$ cat config.mk
export PLATFORM = sky130hd
export DESIGN_NAME = path_delay_monitor
export DESIGN_NICKNAME = d
export VERILOG_FILES = /design/src/rtl/path_delay_monitor_pkg.sv /design/src/rtl/chg_detect.sv /design/src/rtl/path_delay_monitor.sv
export SDC_FILE = /design/constraint.sdc
export NUM_CORES = 1
export LEC_CHECK = 0
export BUFFER_PORTS_ARGS = -buffer_cell sky130_fd_sc_hd__buf_2
export CORE_MARGIN = 2
export CORE_UTILIZATION = 59
export CTS_CLUSTER_DIAMETER = 30
export CTS_CLUSTER_SIZE = 14
export DETAILED_ROUTE_END_ITERATION = 8
export GPL_TIMING_DRIVEN = 0
export PLACE_DENSITY = 0.86
export SLEW_MARGIN = 20
export SYNTH_ARGS = -nofsm -noshare
export SYNTH_HDL_FRONTEND = slang
export SYNTH_SLANG_ARGS = --single-unit
$ cat constraint.sdc
create_clock -name clock -period 3.52 [get_ports clock]
set_input_delay 0.176 -clock clock [delete_from_list [all_inputs] [get_ports clock]]
set_output_delay 0.176 -clock clock [all_outputs]
set_load 0.01 [all_outputs]
$ cat src/rtl/path_delay_monitor_pkg.sv
// Shared definitions for path_delay_monitor: FSM state encoding and the
// lowest-set-bit priority helper used to pick the reported source input.
package path_delay_monitor_pkg;

  typedef enum logic {
    ST_IDLE,
    ST_COUNT
  } state_t;

  function automatic logic [4:0] lowest_set(input logic [31:0] v);
    lowest_set = '0;
    for (int i = 31; i >= 0; i--) begin
      if (v[i]) lowest_set = 5'(i);
    end
  endfunction

endpackage

$ cat src/rtl/chg_detect.sv
// Registered change detector: diff flags the bits of d that differ from the
// previous cycle's value. Reset loads the current value so no false edge follows.
module chg_detect #(
  parameter int W = 1
) (
  input  logic         clock,
  input  logic         reset,
  input  logic [W-1:0] d,
  output logic [W-1:0] diff
);

  logic [W-1:0] prev;

  always_ff @(posedge clock) begin
    prev <= d;
    if (reset) diff <= '0;
    else       diff <= d ^ prev;
  end

endmodule

$ cat src/rtl/path_delay_monitor.sv
// Measures cycles from a stimulus change to the response change and flags
// over-limit delays. Define PATH_DELAY_MAX_TRACK_EN to build the max_delay tracker.
module path_delay_monitor
  import path_delay_monitor_pkg::*;
#(
  parameter int N_IN    = 4,
  parameter int CNT_W   = 8,
  parameter int SPLIT   = 2,
  parameter int LIM_A   = 15,
  parameter int LIM_B   = 12,
  parameter int TIMEOUT = 63,
  localparam int SRC_W  = (N_IN > 1) ? $clog2(N_IN) : 1
) (
  input  logic             clock,
  input  logic             reset,
  input  logic [N_IN-1:0]  stim,
  input  logic             resp,
  output logic             meas_valid,
  output logic [CNT_W-1:0] meas_delay,
  output logic [SRC_W-1:0] meas_src,
  output logic             meas_multi,
  output logic             no_resp,
  output logic             viol,
  output logic             spurious,
  output logic [CNT_W-1:0] retrig_cnt,
  output logic [CNT_W-1:0] max_delay
);

  localparam logic [CNT_W-1:0] TIMEOUT_C = CNT_W'(TIMEOUT);

  logic [N_IN-1:0]  s_diff;
  logic             r_diff;
  logic             s_chg, r_chg;
  logic [SRC_W-1:0] new_src;
  logic             new_multi;

  state_t           state, state_nxt;
  logic [CNT_W-1:0] cnt, cnt_nxt;
  logic [SRC_W-1:0] cur_src, src_nxt;
  logic             cur_multi, multi_nxt;

  logic             rep, rep_timeout, rep_multi, rep_viol;
  logic [CNT_W-1:0] rep_delay;
  logic [SRC_W-1:0] rep_src;
  logic             spur_nxt, retrig_inc;

  chg_detect #(.W(N_IN)) u_stim_chg (
    .clock (clock),
    .reset (reset),
    .d     (stim),
    .diff  (s_diff)
  );

  chg_detect #(.W(1)) u_resp_chg (
    .clock (clock),
    .reset (reset),
    .d     (resp),
    .diff  (r_diff)
  );

  assign s_chg     = |s_diff;
  assign r_chg     = r_diff;
  assign new_src   = SRC_W'(lowest_set(32'(s_diff)));
  assign new_multi = ($countones(s_diff) > 1);

  function automatic logic over_limit(input logic [SRC_W-1:0] src,
                                      input logic [CNT_W-1:0] d);
    if (32'(src) < SPLIT) return (32'(d) > LIM_A);
    else                  return (32'(d) > LIM_B);
  endfunction

  always_comb begin
    state_nxt   = state;
    cnt_nxt     = cnt;
    src_nxt     = cur_src;
    multi_nxt   = cur_multi;
    rep         = 1'b0;
    rep_timeout = 1'b0;
    rep_delay   = cnt;
    rep_src     = cur_src;
    rep_multi   = cur_multi;
    spur_nxt    = 1'b0;
    retrig_inc  = 1'b0;
    case (state)
      ST_IDLE: begin
        if (s_chg && r_chg) begin
          rep       = 1'b1;
          rep_delay = '0;
          rep_src   = new_src;
          rep_multi = new_multi;
        end else if (s_chg) begin
          src_nxt   = new_src;
          multi_nxt = new_multi;
          cnt_nxt   = CNT_W'(1);
          state_nxt = ST_COUNT;
        end else if (r_chg) begin
          spur_nxt = 1'b1;
        end
      end
      ST_COUNT: begin
        // A stimulus change always restarts the count from the new source,
        // whether or not the old measurement completed this same cycle.
        if (r_chg || s_chg) begin
          rep = r_chg;
          if (s_chg) begin
            retrig_inc = !r_chg;
            src_nxt    = new_src;
            multi_nxt  = new_multi;
            cnt_nxt    = CNT_W'(1);
          end else begin
            state_nxt = ST_IDLE;
          end
        end else if (cnt == TIMEOUT_C) begin
          rep         = 1'b1;
          rep_timeout = 1'b1;
          state_nxt   = ST_IDLE;
        end else begin
          cnt_nxt = cnt + 1'b1;
        end
      end
      default: state_nxt = ST_IDLE;
    endcase
    rep_viol = !rep_timeout && over_limit(rep_src, rep_delay);
  end

  always_ff @(posedge clock) begin
    if (reset) begin
      state      <= ST_IDLE;
      cnt        <= '0;
      cur_src    <= '0;
      cur_multi  <= 1'b0;
      meas_valid <= 1'b0;
      meas_delay <= '0;
      meas_src   <= '0;
      meas_multi <= 1'b0;
      no_resp    <= 1'b0;
      viol       <= 1'b0;
      spurious   <= 1'b0;
      retrig_cnt <= '0;
    end else begin
      state      <= state_nxt;
      cnt        <= cnt_nxt;
      cur_src    <= src_nxt;
      cur_multi  <= multi_nxt;
      meas_valid <= rep;
      spurious   <= spur_nxt;
      if (rep) begin
        meas_delay <= rep_delay;
        meas_src   <= rep_src;
        meas_multi <= rep_multi;
        no_resp    <= rep_timeout;
        viol       <= rep_viol;
      end
      if (retrig_inc && (retrig_cnt != '1)) retrig_cnt <= retrig_cnt + 1'b1;
    end
  end

`ifdef PATH_DELAY_MAX_TRACK_EN
  always_ff @(posedge clock) begin
    if (reset)
      max_delay <= '0;
    else if (rep && !rep_timeout && (rep_delay > max_delay))
      max_delay <= rep_delay;
  end
`else
  assign max_delay = '0;
`endif

endmodule

# [Word level (Yosys, flattened, before mapping)]
# Index checks and enable logic that the tools add are counted.
[word_totals] reg_bits=45 word_cells=82
[op_classes] bitwise_logic=3 n_lt_le_gt_ge=4 eq_ne=5 n_addsub=5 reduce_logical=10 mux=39
[op_table] op="8-bit 2-to-1 mux" n=6
[op_table] op="1-bit 2-to-1 mux" n=19
[op_table] op="2-bit 2-to-1 mux" n=9
[op_table] op="8-bit by 1-bit adder with 8-bit output (second input constant)" n=2
[op_table] op="8-bit by 4-bit greater-than comparator with 1-bit output (second input constant)" n=2
[op_table] op="8-bit one-hot mux with 2 select lines" n=1
[op_table] op="8-bit by 6-bit equality test with 1-bit output (second input constant)" n=1
[op_table] op="8-bit inequality test (second input constant)" n=1
[op_table] op="7-bit OR reduction" n=1
[op_table] op="1-bit one-hot mux with 2 select lines" n=3
[op_table] op="1-bit by 1-bit adder with 2-bit output" n=2
[op_table] op="2-bit one-hot mux with 2 select lines" n=1
[op_table] op="2-bit AND reduction" n=2
[op_table] op="4-bit OR reduction" n=1
[op_table] op="4-bit XOR" n=1
[op_table] op="2-bit by 2-bit adder with 3-bit output" n=1
[op_table] op="3-bit by 1-bit greater-than comparator with 1-bit output (second input constant)" n=1
[op_table] op="1-bit logical AND" n=3
[op_table] op="3-bit inequality test (second input constant)" n=1
[op_table] op="1-bit zero test" n=2
[op_table] op="2-bit < comparator (second input constant)" n=1
[op_table] op="2-bit by 1-bit inequality test with 1-bit output (second input constant)" n=1
[op_table] op="2-bit inequality test (second input constant)" n=1
[op_table] op="1-bit logical OR" n=1
[op_table] op="2 further kinds" n=2

# [Depth between registers and ports, before layout]
# Gate-level depths: netlist of run 1.
[logic_depth] word_depth=9 depth_mapped=8 depth_no_buf=6

# [Hierarchy]
# A second synthesis of run 1 with hierarchy kept.
[unflattened] hier_cells=239 hier_area_um2=2108.3
[by_module_without_submodules] module="path_delay_monitor" cells_per_inst=219 instances=1 area_per_inst_um2=1845.5
[by_module_without_submodules] module="chg_detect at u_stim_chg" cells_per_inst=16 instances=1 area_per_inst_um2=210.2
[by_module_without_submodules] module="chg_detect at u_resp_chg" cells_per_inst=4 instances=1 area_per_inst_um2=52.6

# [Least setup slack after synthesis of run 1]
# OpenSTA, ideal clock, no wires.
[synth_timing] path_type="register to register" startpoint="register u_stim_chg.diff[1]" endpoint="register meas_delay[0]" n_path_buf=2 required_ns=3.448 stages_incl_launch_ff=9 arrival_time_ns=1.868 setup_time_ns=0.072 path_slack_ns=1.580 cell_sequence="dfxtp_1 > inv_1 > ha_1 > or3b_1 > buf_2 > or4_4 > buf_6 > nand2_8 > mux2i_1"
[synth_via] elab_chain_cells=4 word_cells_on_any_way=8 classes_between="mux (5); reduce/logical (3)"
[synth_rtl] item="start, declared" line="chg_detect.sv:9" text="output logic [W-1:0] diff"
[synth_rtl] item="start signal, assigned" line="chg_detect.sv:17" text="else diff <= d ^ prev;"
[synth_rtl] item="4-bit OR reduction *" line="path_delay_monitor.sv:61" text="assign s_chg = |s_diff;"
[synth_rtl] item="1-bit logical OR / 1-bit logical AND (equally long branches)" line="path_delay_monitor.sv:103, path_delay_monitor.sv:86"
[synth_rtl] item="1-bit 2-to-1 mux (tied with other cells)" line="path_delay_monitor.sv:103" text="if (r_chg || s_chg) begin"
[synth_rtl] item="1-bit one-hot mux with 2 select lines / 8-bit 2-to-1 mux (equally long branches)" line="path_delay_monitor.sv:84" text="case (state)"
[synth_rtl] item="end signal, assigned" line="path_delay_monitor.sv:148" text="meas_delay <= rep_delay;"
[synth_rtl] item="end, declared" line="path_delay_monitor.sv:19" text="output logic [CNT_W-1:0] meas_delay,"
# Every way passes the cells marked *; elsewhere a longest branch is shown, timed or not.
# A chain may end at the register's enable or synchronous reset.

# [Worst setup path after layout of run 1]
[layout_timing] startpoint="register cnt[0]" endpoint="register meas_delay[2]"
[layout_via] elab_chain_cells=4
[layout_rtl] item="start, declared" line="path_delay_monitor.sv:38" text="logic [CNT_W-1:0] cnt, cnt_nxt;"
[layout_rtl] item="start signal, assigned" line="path_delay_monitor.sv:142" text="cnt <= cnt_nxt;"
[layout_rtl] item="8-bit by 6-bit equality test with 1-bit output" line="path_delay_monitor.sv:113" text="end else if (cnt == TIMEOUT_C) begin"
[layout_rtl] item="1-bit 2-to-1 mux" line="path_delay_monitor.sv:113"
[layout_rtl] item="1-bit 2-to-1 mux" line="path_delay_monitor.sv:103"
[layout_rtl] item="1-bit one-hot mux with 2 select lines" line="path_delay_monitor.sv:84"
# No other way between the ends.

==> results.py, run 1 <==
metrics = {
    "setup_path": {
        "worstPathArrival_ps": 2430,
        "end_kind": "register",
        "cp_max_fo": 10,
        "critical_path_class": "register to register",
        "critPathLaunchType": "register",
        "required_ps": 3830,
    },
    "detailed_routing": {
        "drt-total-wl_um": 4220,
        "vias_per_cell": 5.45,
        "first_iter_violations": 96,
        "remaining_drc_errors": 0,
        "detail-route-antenna-nets": 0,
        "vias": 1776,
        "drt-pass1-iter-count": 4,
        "avgRoutedWirePerCell_um": 12.9,
    },
    "yosys": {
        "syn_inst": 232,
        "synth-simple-area-share": 0.218,
        "ys_types": 51,
        "mappedNetlistArea_um2": 2080,
        "synth_edf_count": 0,
        "synth_adder_area_share": 0.0277,
        "ys_ff_latch": 45,
        "synth_seq_area_share": 0.434,
        "synth-main-ff-cell": "dfxtp_1",
        "async_reset_ff_frac": 0,
        "synth_compound_area_frac": 0.160,
        "synth-xor-area-share": 0.0380,
        "ys_warn_count": 0,
        "synth_top_family_by_area": "simple AND/OR/NAND/NOR gates",
        "avgSynthCellArea_um2": 8.95,
        "synth.mux.area_fraction": 0.0536,
    },
    "clock_network": {
        "cts-root-buf": "clkbuf_4",
        "htree_levels": 2,
        "clock-sinks": 45,
        "ctsResizeCount": 0,
        "cts_buffers": 5,
        "cts_tree": "built",
        "cts_buffer_depth": 2,
        "path_clk_slew_ps": 130,
        "clk_latency_ps": 370,
    },
    "final_layout": {
        "final_cell_count_no_fill": 326,
        "final_cell_mix": "45 x dfxtp_1, 32 x buf_2, 29 x nand2_1",
        "drive_above_1_share": 0.214,
        "diodes": 0,
        "syn_to_final_growth_pct": 17.3,
        "nets": 290,
        "final_common_cell": "dfxtp_1",
    },
    "global_routing": {
        "grt_pass1_wl_um": 7210,
        "grt_pass1_vias": 1631,
        "antenna_found_initial": 0,
        "grt_usage": 0.230,
        "grt_overflow_total": 0,
        "grt_max_degree": 14,
    },
    "sta": {
        "drv_slew": 0,
        "layout_min_cycle_time_ps": 2130,
        "rsz0062_at_grt": "false",
        "setup_viol": 0,
        "tns_ps": 0,
        "skew_ps": 10.0,
        "worstMarginPinSlew_ps": 672,
        "hold_viol_final": 0,
        "fin_crit_sh": 0.604,
        "slew-limit-headroom": 0.549,
        "layout_setup_ws_ps": 1390,
        "fmax_mhz": 470,
    },
    "floorplan": {
        "core_area_um2": 3360,
        "rows": 21,
        "die_w_um": 63.3,
        "die_y_um": 63.3,
        "die_area_um2": 4010,
        "start_util": 0.617,
        "io_pins": 38,
    },
    "placed_design": {
        "io_buffer_count": 28,
        "place_inst": 313,
        "routabilityCongestion": 0.863,
        "hpwl_um": 2910,
        "place_ws_ps": 1410,
    },
    "power": {
        "ir_worst_vdd_mv": 0.370,
        "p_total_mw": 1.04,
        "p_leak_nw": 0.992,
        "p_per_area_nw_per_um2": 427,
    },
    "flow_run": {
        "maxCapViolCount": 0,
    },
    "hold_path": {
        "hold_path_class": "input pin to register",
    },
    "run_status": {
        "status": "finished clean",
    },
}
[final cells by class]
| class | instances | area (µm²) |
|---|---|---|
| Multi-Input combinational cell | 168 | 1060 |
| Fill cell | 293 | 928 |
| Sequential cell | 45 | 901 |
| Timing Repair Buffer | 33 | 190 |
| Buffer | 18 | 110 |
| Tap cell | 46 | 57.6 |
| Clock buffer | 7 | 55.1 |
| Clock inverter | 1 | 30.0 |
| Inverter | 8 | 30.0 |
[synthesized netlist by cell type, drive strengths merged (3+ instances only)]
library cell | n | share of area
nand2 | 30 | 0.062
clkbuf | 5 | 0.0090
mux2i | 10 | 0.048
nand4 | 5 | 0.015
or4 | 4 | 0.016
xnor2 | 5 | 0.021
nand3 | 5 | 0.012
nor3 | 4 | 0.0096
nor2b | 3 | 0.0090
o2111ai | 4 | 0.017
nor2 | 22 | 0.040
a21oi | 16 | 0.040
ha | 3 | 0.018
buf | 13 | 0.044
or3 | 4 | 0.012
inv | 8 | 0.014
dfxtp | 45 | 0.43
nor4 | 3 | 0.0090
o21ai | 9 | 0.024
xor2 | 4 | 0.017
[per-layer routing]
| metal | global-route usage | wire length [µm] | vias up |
|---|---|---|---|
| met3 | 0.0500 | 201 | 7 |
| met5 | 0 | 0 | - |
| li1 | - | - | 899 |
| met2 | 0.370 | 2050 | 41 |
| met1 | 0.289 | 1890 | 829 |
| met4 | 0.122 | 70 | 0 |
[timing repair]
item / CTS / global route
hold buffers: 5 / 0
buffers inserted: 0 / 0
endpoints found under the hold margin: 5 / 0
[final timing paths]
kind              start            end  slack (ps)  cells after the start
min reg2reg  cur_src[0]     cur_src[0]         470                      2
min               reset    meas_src[0]         270                      2
max              cnt[0]  meas_delay[2]        1390                      6
max reg2reg      cnt[0]  meas_delay[2]        1390                      6
[through the flow]
stage | cell area [µm²] | hold WS, ps | util
floorplan | 2100 | 204 | -
CTS | 2430 | 280 | 0.724
finish | 2430 | 275 | 0.724
detailed placement | 2300 | 306 | 0.684
global route | 2430 | 295 | 0.724
global placement | 2300 | 304 | 0.684
[report_power, final]
| part | total (mW) | leakage, nW | switching (mW) | internal (mW) |
|---|---|---|---|---|
| combinational | 0.155 | 0.579 | 0.0925 | 0.0624 |
| sequential | 0.551 | 0.368 | 0.0203 | 0.531 |
| clock | 0.333 | 0.0455 | 0.163 | 0.170 |
[sequential cells by signal, summed over array words and instances (netlist names), 2 cells and up]
register         flops
retrig_cnt           8
u_stim_chg.diff      4
cur_src              2
cnt                  8
u_stim_chg.prev      4
meas_delay           8
meas_src             2
[critical path: stages (launching register included)]
cell and delay (ps):
dfxtp_1 460, ha_1 210, or3b_1 430, or4_4 500, buf_6 150, nand2_8 100, mux2i_1 200
[kinds of logic after synthesis]
kind of cell | count (synthesis)
and+or+nand+nor | 89
adders and majority gates | 4
DFF | 45
buffers and inverters | 26
xor gates and xnor gates | 9
muxes | 11
AOI/OAI and AO/OA | 47
other | 1
Power figures use the tool's default switching activity.
==> inputs of run 2 (changes only) <==
CORE_UTILIZATION = 49   (was 59)
PLACE_DENSITY = 0.76   (was 0.86)
clock period = 1.9 ns   (was 3.52 ns; I/O delays follow)
==> run 2 against run 1 <==
Effect of this change: the run now ends with setup timing left; die area up 19%; wire length up 7.8%; clock power up 120%; sequential power up 85%; via count up 2.4%; cell area up 9.2%; non-clock buffer count up 10; combinational power up 130%; worst setup slack worse by 1400 ps; critical endpoint is now meas_delay[6]; final cell count up 4.6%; count of clock-buffer cells in the layout down 2; first-iteration DRC count down 22%; largest cell class unchanged.
==> results.py, run 2 (same netlist as run 1, synthesis figures left out) <==
metrics = {
    "run_status": {
        "status": "finished with violations",
        "violations": "setup timing",
    },
    "power": {
        "p_per_area_nw_per_um2": 800,
        "p_total_mw": 2.13,
        "ir_worst_vdd_mv": 0.511,
        "p_leak_nw": 1.08,
    },
    "sta": {
        "fmax_mhz": 516,
        "drv_slew": 0,
        "rsz0062_at_grt": "true",
        "worstMarginPinSlew_ps": 524,
        "layout_min_cycle_time_ps": 1940,
        "setup_viol": 8,
        "slew-limit-headroom": 0.641,
        "skew_ps": 10.3,
        "hold_viol_final": 0,
        "layout_setup_ws_ps": -38.4,
        "fin_crit_sh": 1.02,
    },
    "setup_path": {
        "path_cells": "ha_4, or3b_4, or4_4, nand2_8, mux2i_1",
        "cp_max_fo": 6,
        "crit_buf_inv": 0,
        "crit_family": "simple AND/OR/NAND/NOR gates",
        "required_ps": 2130,
        "critPathLaunchType": "register",
        "crit_slowest_cell": "or4_4",
        "cp_slowest_stage_delay_ps": 610,
        "end_kind": "register",
        "worstPathArrival_ps": 2170,
        "critical_path_class": "register to register",
    },
    "detailed_routing": {
        "first_iter_violations": 75,
        "remaining_drc_errors": 0,
        "drt-pass1-iter-count": 4,
        "avgRoutedWirePerCell_um": 13.3,
        "detail-route-antenna-nets": 0,
        "vias_per_cell": 5.33,
        "drt-total-wl_um": 4550,
        "vias": 1818,
    },
    "global_routing": {
        "grt_pass1_wl_um": 7420,
        "grt_max_degree": 17,
        "antenna_found_initial": 0,
        "grt_pass1_vias": 1634,
        "grt_usage": 0.190,
        "grt_overflow_total": 0,
    },
    "final_layout": {
        "nFillCells": 340,
        "diodes": 0,
        "post-route-util": 0.660,
        "syn_to_final_growth_pct": 28.1,
        "final_common_cell": "dfxtp_1",
        "drive_above_1_share": 0.299,
        "nets": 301,
        "final_cell_mix": "40 x dfxtp_1, 30 x buf_2, 29 x nand2_1",
        "top_regs": "cnt x8, meas_delay x8, retrig_cnt x8",
    },
    "clock_network": {
        "clk_latency_ps": 310,
        "cts-root-buf": "clkbuf_8",
        "clock-sinks": 45,
        "cts_tree": "built",
        "path_clk_slew_ps": 90,
        "cts_buffer_depth": 2,
        "cts_buffers": 5,
        "htree_levels": 2,
    },
    "floorplan": {
        "die_y_um": 69.1,
        "die_w_um": 69.1,
        "die_area_um2": 4770,
        "io_pins": 38,
        "start_util": 0.515,
        "rows": 23,
        "core_area_um2": 4030,
    },
    "placed_design": {
        "routabilityCongestion": 0.861,
        "io_buffer_count": 28,
        "hpwl_um": 2980,
    },
    "flow_run": {
        "maxCapViolCount": 0,
    },
    "hold_path": {
        "hold_path_class": "input pin to register",
    },
}
[run 2: cell types whose count changed in the layout (fill, tap and decap cells not counted), moves of 3 or more]
| cell | previous run | this run |
|---|---|---|
| dfxtp_1 | 45 | 40 |
| dfxtp_4 | 0 | 3 |
| clkbuf_4 | 5 | 0 |
| clkbuf_8 | 1 | 5 |
| buf_4 | 8 | 20 |
[run 2: what timing repair did]
item / CTS / global route
setup buffers: 6 / 6
gates cloned: 1 / 0
endpoints found under the hold margin: 5 / 0
hold buffers: 5 / 0
gates resized for setup: 7 / 14
pin swaps: 3 / 6
endpoints found under the setup margin: 19 / 24
[run 2: worst paths after layout]
kind              slack [ps]  depth (start not counted)           from            end
setup reg to reg         -40                          5         cnt[0]  meas_delay[6]
hold reg to reg          450                          2  meas_delay[7]  meas_delay[7]
setup / recovery         -40                          5         cnt[0]  meas_delay[6]
hold / removal           320                          2          reset    meas_src[0]
[run 2: layer usage]
layer  share of wire  global-route usage  up-vias
li1                -                   -      930
met5               0                   0        -
met3           0.042              0.0395        9
met4           0.019              0.0588        0
met1            0.44               0.236      836
met2            0.50               0.330       43
[run 2: cell type report]
class | count | area (µm²) | area share
multi-input cells | 169 | 1140 | 0.430
flip-flops and latches | 45 | 915 | 0.344
repair buffers | 45 | 293 | 0.110
plain buffers | 16 | 97.6 | 0.0367
clock buffers | 5 | 68.8 | 0.0259
well taps | 50 | 62.6 | 0.0235
clock inverters | 3 | 47.5 | 0.0179
inverters | 8 | 32.5 | 0.0122
[run 2: power by group]
group	switching, mW	leakage, nW	internal [mW]	total [mW]
clock	0.348	0.0591	0.401	0.749
combinational	0.197	0.651	0.160	0.357
sequential	0.0375	0.370	0.984	1.02
[run 2: worst register-to-register path, stage by stage (launching register included)]
cell,delay (ps)
dfxtp_4,390
ha_4,140
or3b_4,410
or4_4,610
nand2_8,130
mux2i_1,200
[run 2: metrics by stage]
stage	area (µm²)	worst slack [ps]	TNS [ps]	std cells	hold WS, ps
after global routing	2660	-94.7	-795	341	323
after CTS	2550	-117	-1190	336	273
after detailed placement	2320	-166	-1850	317	223
final	2660	-38.4	-130	341	316
after floorplan	2110	-1.59	-12.7	239	123
after global placement	2320	-98.0	-1130	317	222
==> inputs of run 3 (changes only) <==
PLACE_DENSITY = 0.74   (was 0.76)
TNS_END_PERCENT = 20   (was unset)
==> run 3 against run 2 <==
Effect of this change: the flow still finishes with violations (setup timing); worst setup slack worse by 26 ps; die area stayed put; combinational power down 5%; sequential power about the same; clock skew shrank 5.4 ps; clock power is 13% higher; critical path depth up 1; wire length shrank 3.9%; total power rose by 3.4%.
==> results.py, run 3 (same netlist as run 1, synthesis figures left out) <==
metrics = {
    "run_status": {
        "status": "finished with violations",
        "violations": "setup timing",
    },
    "global_routing": {
        "grt.busiest_layer": "met2",
        "grtUsageMet3": 0.0629,
        "grtUsageMet1": 0.224,
        "grtUsageMet2": 0.318,
        "grt_usage": 0.187,
        "grt_pass1_vias": 1654,
        "grt_overflow_total": 0,
        "grt_max_degree": 15,
        "antenna_found_initial": 0,
        "grt_pass1_wl_um": 7350,
    },
    "floorplan": {
        "rows": 23,
        "die_w_um": 69.1,
        "core_area_um2": 4030,
        "start_util": 0.515,
        "die_y_um": 69.1,
        "die_area_um2": 4770,
        "io_pins": 38,
    },
    "setup_path": {
        "reg2reg_slack_ps": -60,
        "required_ps": 2140,
        "path_cells": "inv_4, ha_4, nor3b_2, o21ai_1, or4_1, nand2_1",
        "r2r.worst_path.cells": 6,
        "crit_slowest_cell": "or4_1",
        "cp_max_fo": 9,
        "critPathLaunchType": "register",
        "r2r_start": "u_stim_chg.diff[0]",
        "worstPathArrival_ps": 2210,
        "end_kind": "register",
        "cp_slowest_stage_delay_ps": 530,
        "critical_path_class": "register to register",
        "crit_start": "u_stim_chg.diff[0]",
    },
    "clock_network": {
        "cts_buffers": 5,
        "cts_buffer_depth": 2,
        "path_clk_slew_ps": 80,
        "cts-root-buf": "clkbuf_8",
        "clk_latency_ps": 300,
        "htree_levels": 2,
        "clock-sinks": 45,
        "cts_tree": "built",
    },
    "placed_design": {
        "routabilityCongestion": 0.857,
        "hpwl_um": 2920,
        "io_buffer_count": 28,
        "place_ws_ps": -134,
    },
    "detailed_routing": {
        "vias": 1813,
        "vias_per_cell": 5.36,
        "drt-total-wl_um": 4370,
        "detail-route-antenna-nets": 0,
        "drt-pass1-iter-count": 4,
        "remaining_drc_errors": 0,
        "first_iter_violations": 112,
        "avgRoutedWirePerCell_um": 12.9,
    },
    "hold_path": {
        "whs_path_depth": 2,
        "hold_start": "reset",
        "hold_path_class": "input pin to register",
    },
    "sta": {
        "worstMarginPinSlew_ps": 551,
        "layout_setup_ws_ps": -64.5,
        "fin_hold_ws_ps": 272,
        "fmax_mhz": 509,
        "hold_viol_final": 0,
        "fin_crit_sh": 1.03,
        "drv_slew": 0,
        "setup_viol": 10,
        "rsz0062_at_grt": "true",
        "layout_min_cycle_time_ps": 1960,
        "slew-limit-headroom": 0.631,
        "skew_ps": 4.91,
    },
    "final_layout": {
        "final_cell_mix": "40 x dfxtp_1, 29 x buf_2, 29 x nand2_1",
        "diodes": 0,
        "final_common_cell": "dfxtp_1",
        "post-route-util": 0.653,
        "drive_above_1_share": 0.285,
        "nets": 298,
        "top_regs": "cnt x8, meas_delay x8, retrig_cnt x8",
        "syn_to_final_growth_pct": 26.7,
    },
    "power": {
        "p_total_mw": 2.20,
        "p_leak_nw": 1.07,
        "p_per_area_nw_per_um2": 836,
        "ir_worst_vdd_mv": 0.687,
    },
    "flow_run": {
        "maxCapViolCount": 0,
    },
}
## run 3: worst paths after layout
check                       end
hold reg to reg   meas_delay[7]
setup / recovery         cnt[6]
hold / removal      meas_src[0]
setup reg to reg         cnt[6]
## run 3: layout make-up
cell class,count,area (µm²)
Tap cell,50,62.6
Inverter,8,32.5
Buffer,18,126
Sequential cell,45,912
Fill cell,345,1400
Timing Repair Buffer,40,243
Clock buffer,5,68.8
Clock inverter,3,65.1
Multi-Input combinational cell,169,1120
## run 3: where the power goes
part / internal, mW / switching, mW / total, mW / leakage [nW]
sequential: 0.985 / 0.0324 / 1.02 / 0.369
combinational: 0.145 / 0.194 / 0.338 / 0.636
clock: 0.522 / 0.322 / 0.844 / 0.0681
total: 1.65 / 0.548 / 2.20 / 1.07
## run 3: stage by stage
| stage | cell area [µm²] | std cells | setup TNS (ps) |
|---|---|---|---|
| final | 2630 | 338 | -426 |
| after global routing | 2630 | 338 | -1620 |
| after CTS | 2610 | 338 | -413 |
| after detailed placement | 2320 | 317 | -1520 |
| after global placement | 2320 | 317 | -1160 |
| after floorplan | 2110 | 239 | -12.7 |
## run 3: critical path, delay by kind of cell, from the launching register on
family          cells  cell delay, ps
buf+inv             1              60
fa+ha+maj           1             120
compound gates      1             310
simple gates        3            1060
flops               1             360
## run 3: per-layer routing
metal,share of wire,vias to the layer above
met1,0.44,818
met4,0.021,0
met5,0,-
met3,0.054,15
li1,-,923
met2,0.48,57
## run 3: timing repair
| item | 4_1_cts | 5_1_grt |
|---|---|---|
| resized for setup | 10 | 9 |
| hold endpoints to repair | 5 | 0 |
| pin swaps | 1 | 1 |
| hold buffers | 5 | 0 |
| cloned | 1 | 0 |
| setup endpoints to repair | 18 | 23 |
| buffers inserted | 7 | 0 |
